### src/rtl/fpga_cfg_ctrl.sv
// rtl/fpga_cfg_ctrl.sv - serial bitstream loader writing logic-tile and switch-box configuration frames
// Optional per-frame even parity checking is enabled by defining CFG_PARITY_EN.
module fpga_cfg_ctrl #(
    parameter int N_TILES = 8,
    parameter int N_SBOX  = 5
) (
    input  logic               clock,
    input  logic               reset,
    input  logic               start,
    input  logic               cfg_valid,
    input  logic               cfg_bit,
    output logic               cfg_ready,
    output logic [32:0]        frame_data,
    output logic [N_TILES-1:0] tile_we,
    output logic [N_SBOX-1:0]  sbox_we,
    output logic               fabric_en,
    output logic               busy,
    output logic               done,
    output logic               error
);
    localparam int N_FRAMES = N_TILES + N_SBOX;
    localparam int FW       = (N_FRAMES > 1) ? $clog2(N_FRAMES) : 1;
`ifdef CFG_PARITY_EN
    localparam logic [5:0] PAR_BITS = 6'd1;
`else
    localparam logic [5:0] PAR_BITS = 6'd0;
`endif
    localparam logic [FW-1:0] LAST_FRAME = FW'(N_FRAMES - 1);
    localparam logic [FW-1:0] FIRST_SBOX = FW'(N_TILES);

    typedef enum logic [2:0] {IDLE, SHIFT, WRITE, DONE, ERROR} state_t;

    state_t        state;
    logic [FW-1:0] frame_cnt;
    logic [5:0]    bit_cnt;
`ifdef CFG_PARITY_EN
    logic          par_acc;
`endif

    logic               in_tiles;
    logic [5:0]         frame_len;
    logic               last_bit;
    logic               payload_bit;
    logic [N_TILES-1:0] tile_sel;
    logic [N_SBOX-1:0]  sbox_sel;

    // frame_len counts the trailing parity bit when present; it never lands in frame_data
    assign in_tiles    = frame_cnt < FIRST_SBOX;
    assign frame_len   = (in_tiles ? 6'd33 : 6'd16) + PAR_BITS;
    assign last_bit    = bit_cnt == frame_len - 6'd1;
    assign payload_bit = bit_cnt < frame_len - PAR_BITS;
    assign tile_sel    = in_tiles ? (N_TILES'(1) << frame_cnt) : '0;
    assign sbox_sel    = in_tiles ? '0 : (N_SBOX'(1) << (frame_cnt - FIRST_SBOX));

    always_ff @(posedge clock or posedge reset) begin
        if (reset) begin
            state      <= IDLE;
            frame_cnt  <= '0;
            bit_cnt    <= '0;
            frame_data <= '0;
            tile_we    <= '0;
            sbox_we    <= '0;
            cfg_ready  <= 1'b0;
            fabric_en  <= 1'b0;
            busy       <= 1'b0;
            done       <= 1'b0;
            error      <= 1'b0;
`ifdef CFG_PARITY_EN
            par_acc    <= 1'b0;
`endif
        end else begin
            case (state)
                IDLE, DONE, ERROR: begin
                    if (start) begin
                        state      <= SHIFT;
                        frame_cnt  <= '0;
                        bit_cnt    <= '0;
                        frame_data <= '0;
                        cfg_ready  <= 1'b1;
                        fabric_en  <= 1'b0;
                        busy       <= 1'b1;
                        done       <= 1'b0;
                        error      <= 1'b0;
`ifdef CFG_PARITY_EN
                        par_acc    <= 1'b0;
`endif
                    end
                end
                SHIFT: begin
                    if (cfg_valid) begin
                        if (payload_bit) begin
                            frame_data[bit_cnt] <= cfg_bit;
                        end
                        bit_cnt <= bit_cnt + 6'd1;
`ifdef CFG_PARITY_EN
                        par_acc <= par_acc ^ cfg_bit;
`endif
                        if (last_bit) begin
                            cfg_ready <= 1'b0;
`ifdef CFG_PARITY_EN
                            if (par_acc ^ cfg_bit) begin
                                state <= ERROR;
                                error <= 1'b1;
                                busy  <= 1'b0;
                            end else begin
                                state   <= WRITE;
                                tile_we <= tile_sel;
                                sbox_we <= sbox_sel;
                            end
`else
                            state   <= WRITE;
                            tile_we <= tile_sel;
                            sbox_we <= sbox_sel;
`endif
                        end
                    end
                end
                WRITE: begin
                    tile_we    <= '0;
                    sbox_we    <= '0;
                    frame_data <= '0;
                    bit_cnt    <= '0;
`ifdef CFG_PARITY_EN
                    par_acc    <= 1'b0;
`endif
                    // frame_cnt only advances below LAST_FRAME, so it saturates there
                    if (frame_cnt == LAST_FRAME) begin
                        state     <= DONE;
                        done      <= 1'b1;
                        fabric_en <= 1'b1;
                        busy      <= 1'b0;
                    end else begin
                        state     <= SHIFT;
                        cfg_ready <= 1'b1;
                        frame_cnt <= frame_cnt + 1'b1;
                    end
                end
                default: state <= IDLE;
            endcase
        end
    end
endmodule

### config.mk
export PLATFORM = sky130hd
export DESIGN_NAME = fpga_cfg_ctrl
export DESIGN_NICKNAME = d
export VERILOG_FILES = /design/src/rtl/fpga_cfg_ctrl.sv
export SDC_FILE = /design/constraint.sdc
export NUM_CORES = 1
export LEC_CHECK = 0
export CAP_MARGIN = 20
export CELL_PAD_IN_SITES_DETAIL_PLACEMENT = 1
export CELL_PAD_IN_SITES_GLOBAL_PLACEMENT = 1
export CORE_ASPECT_RATIO = 0.7
export CORE_MARGIN = 4
export CORE_UTILIZATION = 45
export DETAILED_ROUTE_END_ITERATION = 6
export PLACE_DENSITY_LB_ADDON = 0.2
export SETUP_SLACK_MARGIN = 0.02
export SLEW_MARGIN = 30
export SYNTH_ARGS = -nofsm -noshare
export SYNTH_HDL_FRONTEND = slang
export SYNTH_SLANG_ARGS = --single-unit
### constraint.sdc
create_clock -name clock -period 5 [get_ports clock]
set_input_delay 1 -clock clock [delete_from_list [all_inputs] [get_ports clock]]
set_output_delay 1 -clock clock [all_outputs]
set_load 0.005 [all_outputs]
==> results of run 1 <==
## metal layers
layer / track usage, % / vias up / wire length (um)
met5: 0 / - / 0
met4: 4.68 / 0 / 75
met3: 5.45 / 7 / 429
met2: 34.3 / 72 / 4260
met1: 31.2 / 1522 / 4740
li1: - / 1364 / -
## area by class of cell
cell class                      instances  area share [%]
Clock inverter                          4            1.06
Timing Repair Buffer                   58            13.4
Inverter                                9           0.795
Tap cell                               98            2.88
Clock buffer                           12            3.89
Sequential cell                        61            35.9
Multi-Input combinational cell        259            42.0
## state kept, by name, indices dropped and copies added, names as in the netlist
signal / count
frame_cnt: 4
bit_cnt: 6
done: 1
cfg_ready: 1
tile_we: 8
sbox_we: 5
busy: 1
state: 2
frame_data: 33
## layout by cell type (no fill, tap or decap), types with 2 or more instances in the layout
cell,count
clkdlybuf4s50_1,54
a21oi_1,5
mux2_4,10
nand4_1,3
nand2b_1,4
nor3_2,2
and3_1,39
clkbuf_8,12
a22o_1,3
inv_1,8
nand2_1,43
a211o_1,33
mux2_2,3
ha_1,13
xor2_1,4
nand3_1,9
nor2b_1,2
dfrtp_1,61
and3b_1,4
o21ai_0,10
nor2_1,12
nor3b_1,7
nor3_1,36
buf_4,4
nor3b_2,2
mux2i_1,2
clkinv_2,3
## cells in the mapped netlist, drive strengths merged (4+ instances only)
cell type and instances:
a21oi 5, inv 9, clkbuf 17, mux2 13, nand2b 4, nor3 38, nor2 12, and3b 4
nor3b 9, ha 13, o21ai 11, nand2 44, a211o 33, nand3 9, dfrtp 61, and3 39
buf 12, xor2 4
## logic make-up (layout without fill, tap and decap cells)
| family | count (synthesis) | count (layout) | share of synthesized area, % |
|---|---|---|---|
| flops | 61 | 61 | 43.6 |
| other cells | 1 | 1 | 0.107 |
| mux | 15 | 15 | 5.82 |
| xor+xnor | 4 | 4 | 1.00 |
| fa+ha+maj | 13 | 13 | 4.64 |
| compound gates | 58 | 58 | 13.3 |
| buf+inv | 38 | 83 | 5.54 |
| simple gates | 168 | 168 | 26.0 |
## how the worst max path moves through the flow
stage	start	endpoint	cells past startpoint
floorplan	reset	bit_cnt[0]$_DFFE_PP0P_	1
global placement	start	frame_data[14]$_DFFE_PP0P_	5
detailed placement	start	frame_data[5]$_DFFE_PP0P_	5
CTS	start	frame_data[5]$_DFFE_PP0P_	5
global route	start	frame_data[5]$_DFFE_PP0P_	5
finish	start	frame_data[5]$_DFFE_PP0P_	5
## stage by stage
step           utilization [%]  instance area [sq um]
6_report                  57.3                   4250
5_1_grt                   57.3                   4250
4_1_cts                   57.3                   4250
3_5_place_dp              54.5                   4040
3_3_place_gp              54.5                   4040
2_1_floorplan                -                   3500
## power by group through the flow
stage	clock network [uW]	logic, uW	registers (uW)
final	463	547	588
after global routing	495	609	596
after CTS	468	552	588
after detailed placement	0	554	597
after global placement	0	533	593
after floorplan	0	414	578
==> qor.yml, run 1 <==
run_status:
  status: "complete, no violations"
logic_synthesis:
  synth_area_leader_cell: "dfrtp_1"
  synth_area_sq_um: 3500
  yosysWarnings: 0
  ys_seq_area_share_pct: 43.6
  syn_avg_cell_area_sq_um: 9.78
  synthesis.nets: 376
  ys_types: 39
  synth_cells: 358
  synth_area_leaders: "dfrtp_1, a211o_1, and3_1"
  ys_seq_elements: 61
  synth_edf_count: 0
  synth_ff_type: "dfrtp_1"
  synth_top_area_share_pct: 43.6
  async_flop_share_pct: 100
placement:
  post-place-ws_ns: 1.90
  gp_congestion: 0.748
  io_buffers: 54
  dp_hpwl_mm: 6.41
  dp.cells: 485
route:
  drc_errors: 0
  first_iter_violations: 150
  antenna_left: 0
  via_per_inst: 5.92
  routed_wl_mm: 9.50
  wire_per_inst_um: 19.0
  first_pass_iters: 4
  vias: 2965
grt:
  grt_antenna_before_repair: 0
  grt_usage_pct: 22.0
  grt_pass1_vias: 3107
  overflow: 0
  grt_pass1_wl_mm: 16.1
  grt_max_degree: 41
critical_path:
  reg2reg_slack_ns: 2.34
  r2r-start: "frame_cnt[3]$_DFFE_PP0P_"
  rr_worst_depth: 7
  crit_required_ns: 5.22
  timing_worst_setup_path_type: "input port to flip-flop"
  cp_cell_sequence: "clkdlybuf4s50_1, nand2b_1, nand2_1, a21o_2, a211o_1"
  arrival_ns: 2.94
  timing.rr.end: "frame_data[5]$_DFFE_PP0P_"
  worst_setup_path_start_kind: "input port"
  critPathMaxStageDelay_ns: 0.55
  end_kind: "flip-flop"
  path_max_fanout: 33
  cp_num_buf_inv: 1
  slowest_stage: "clkdlybuf4s50_1"
  crit_family: "compound AO/OA/AOI/OAI gates"
timing:
  rsz0062_at_grt: "no"
  tightest_slew_ns: 0.812
  fin_tns_setup_ns: 0
  slew_viol_final: 0
  min_period_ns: 2.72
  hold_viol_final: 0
  fmax_mhz: 367
  finalCritPeriodShare_pct: 54.4
  setup_viol: 0
  fin_skew_ns: 0.00930
  slew_headroom_pct: 45.8
  hold_ws_ns: 0.510
  worst_slack_ns: 2.28
hold_path:
  worstHoldPathType: "flip-flop to flip-flop"
  holdPathEnd: "frame_data[0]$_DFFE_PP0P_"
  whs_path_depth: 1
  hp-start: "frame_data[0]$_DFFE_PP0P_"
clock_network:
  ctsHoldBuffers: 0
  clock_path_buffers: 2
  path_clk_slew_ns: 0.07
  cts_tree: "done"
  cts_setup_buffers: 0
  clk_latency_ns: 0.34
  numCtsBuffers: 9
  clock_sinks: 61
  cts_resized: 0
  cts_max_level: 3
  clockRootBuffer: "clkbuf_8"
power:
  power.leakage_uw: 0.00225
  swShare_pct: 37.1
  p_clk_share_pct: 29.0
  comb_power_share_pct: 34.2
  power.internal_uw: 1000
  p_per_area_nw_per_um2: 376
  vdd_ir_drop_max_uv: 256
  seqPwrFrac_pct: 36.8
  power_switching_uw: 593
  total_power_uw: 1600
floorplanning:
  die_area_sq_um: 9280
  pin_count: 56
  die-width_um: 113
  start_util_pct: 47.2
  row_count: 26
  die_y_um: 81.8
  core_area_sq_um: 7420
cells_and_area:
  layout.cells.non_filler: 501
  antenna_cells: 0
  fillCellCount: 853
  multi_input_area_sq_um: 1790
  layout-drive-gt1-share_pct: 10.9
  num-nets-final: 416
  areaGrowthSynthToFinish_pct: 21.4
  ff_latch_area_sq_um: 1530
job:
  drv_cap: 0
(Power assumes the default switching activity.)
==> run 2, diff against run 1 <==
--- a/config.mk
+++ b/config.mk
@@ -10,7 +10,7 @@
 export CELL_PAD_IN_SITES_GLOBAL_PLACEMENT = 1
 export CORE_ASPECT_RATIO = 0.7
 export CORE_MARGIN = 4
-export CORE_UTILIZATION = 45
+export CORE_UTILIZATION = 37
 export DETAILED_ROUTE_END_ITERATION = 6
 export PLACE_DENSITY_LB_ADDON = 0.2
 export SETUP_SLACK_MARGIN = 0.02
==> constraint.sdc (replaced) <==
create_clock -name clock -period 2.5 [get_ports clock]
set_input_delay 0.5 -clock clock [delete_from_list [all_inputs] [get_ports clock]]
set_output_delay 0.5 -clock clock [all_outputs]
set_load 0.005 [all_outputs]
==> qor.yml, run 2 (synthesis results as in run 1) <==
grt:
  grt_pass1_wl_mm: 16.3
  grt_antenna_before_repair: 0
  grt_pass1_vias: 3128
  grt_max_degree: 62
  grt_usage_pct: 18.4
  overflow: 0
route:
  first_pass_iters: 4
  via_per_inst: 5.45
  wire_per_inst_um: 18.1
  drc_errors: 0
  first_iter_violations: 226
  routed_wl_mm: 9.74
  antenna_left: 0
  vias: 2924
timing:
  tightest_slew_ns: 0.693
  slew_viol_final: 0
  fmax_mhz: 456
  slew_headroom_pct: 53.6
  min_period_ns: 2.19
  fin_skew_ns: 0.00454
  hold_viol_final: 0
  finalCritPeriodShare_pct: 87.7
  setup_viol: 0
  fin_tns_setup_ns: 0
  rsz0062_at_grt: "no"
  hold_ws_ns: 0.505
power:
  seqPwrFrac_pct: 32.7
  p_per_area_nw_per_um2: 800
  comb_power_share_pct: 34.3
  p_clk_share_pct: 33.1
  power.leakage_uw: 0.00234
  power_switching_uw: 1280
  power.internal_uw: 2290
  vdd_ir_drop_max_uv: 421
  swShare_pct: 35.8
clock_network:
  cts_setup_buffers: 0
  numCtsBuffers: 9
  clock_sinks: 61
  ctsHoldBuffers: 0
  path_clk_slew_ns: 0.05
  clock_path_buffers: 2
  clockRootBuffer: "clkbuf_16"
  cts_tree: "done"
  cts_max_level: 3
  clk_latency_ns: 0.33
  cts_resized: 0
job:
  drv_cap: 0
critical_path:
  end_kind: "flip-flop"
  path_max_fanout: 13
  crit_required_ns: 2.71
  arrival_ns: 2.40
  worst_setup_path_start_kind: "flip-flop"
  timing_worst_setup_path_type: "flip-flop to flip-flop"
floorplanning:
  die_area_sq_um: 11100
  start_util_pct: 38.3
  die-width_um: 124
  core_area_sq_um: 9140
  die_y_um: 89.4
  pin_count: 56
  row_count: 29
cells_and_area:
  ff_latch_area_sq_um: 1530
  areaGrowthSynthToFinish_pct: 27.3
  layout-drive-gt1-share_pct: 12.3
  fillCellCount: 1041
  multi_input_area_sq_um: 1790
  num-nets-final: 427
  antenna_cells: 0
  final_cell_mix: "dfrtp_1, clkdlybuf4s50_1, nand2_1, and3_1, nor3_1"
  reg_top3: "frame_data: 33 flops, tile_we: 8 flops, bit_cnt: 6 flops"
  top_register: "frame_data"
  final_common_cell: "dfrtp_1"
  largest_register_ffs: 33
  final_area_sq_um: 4460
run_status:
  status: "complete, no violations"
hold_path:
  worstHoldPathType: "flip-flop to flip-flop"
placement:
  gp_congestion: 0.764
  place_area_sq_um: 4180
  io_buffers: 54
  dp_hpwl_mm: 6.58
run 2: layout make-up:
class,instances,area share (%)
tap,124,3.48
clock inverter,1,0.112
multi-input combinational,259,40.1
sequential,61,34.2
inverter,9,0.758
clock buffer,14,6.15
timing repair buffer,69,15.2
run 2: power by group through the flow:
stage	combinational, uW	sequential (uW)	clock, uW
2_1_floorplan	829	1160	0
3_3_place_gp	1180	1180	0
3_5_place_dp	1210	1180	0
4_1_cts	1220	1170	1210
5_1_grt	1340	1180	1260
6_report	1220	1160	1180
run 2: path summary, 6_finish.rpt:
kind                                     startpoint                         end  slack, ns  cells after the start
max                        frame_cnt[3]$_DFFE_PP0P_      tile_we[6]$_DFFE_PP0P_       0.31                      5
min                          sbox_we[4]$_DFFE_PP0P_      sbox_we[4]$_DFFE_PP0P_       0.50                      1
max reg2reg                frame_cnt[3]$_DFFE_PP0P_      tile_we[6]$_DFFE_PP0P_       0.31                      5
min reg2reg                  sbox_we[4]$_DFFE_PP0P_      sbox_we[4]$_DFFE_PP0P_       0.50                      1
max in group asynchronous                     reset  frame_data[13]$_DFFE_PP0P_       1.66                      3
min in group asynchronous                     reset       cfg_ready$_DFFE_PP0P_       0.55                      3
run 2: routing by layer:
metal	track usage [%]	up-vias	share of wire [%]
met5	0	-	0
li1	-	1390	-
met4	4.18	0	0.56
met3	5.97	7	4.9
met2	27.5	62	42
met1	26.0	1465	52
run 2: through the flow:
step           total power, uW  utilization (%)  std cells  worst slack (ns)
3_5_place_dp              2390             45.7        522             0.151
5_1_grt                   3780             48.8        537             0.229
2_1_floorplan             1990                -        358             0.316
3_3_place_gp              2360             45.7        522             0.262
4_1_cts                   3590             48.8        537             0.304
6_report                  3570             48.8        537             0.308
run 2: critical path, stage by stage (launching register included):
cell and delay [ns]:
dfrtp_1 0.39, ha_1 0.33, nor3b_1 0.15, buf_4 0.17, a41oi_4 0.61, mux2_2 0.41
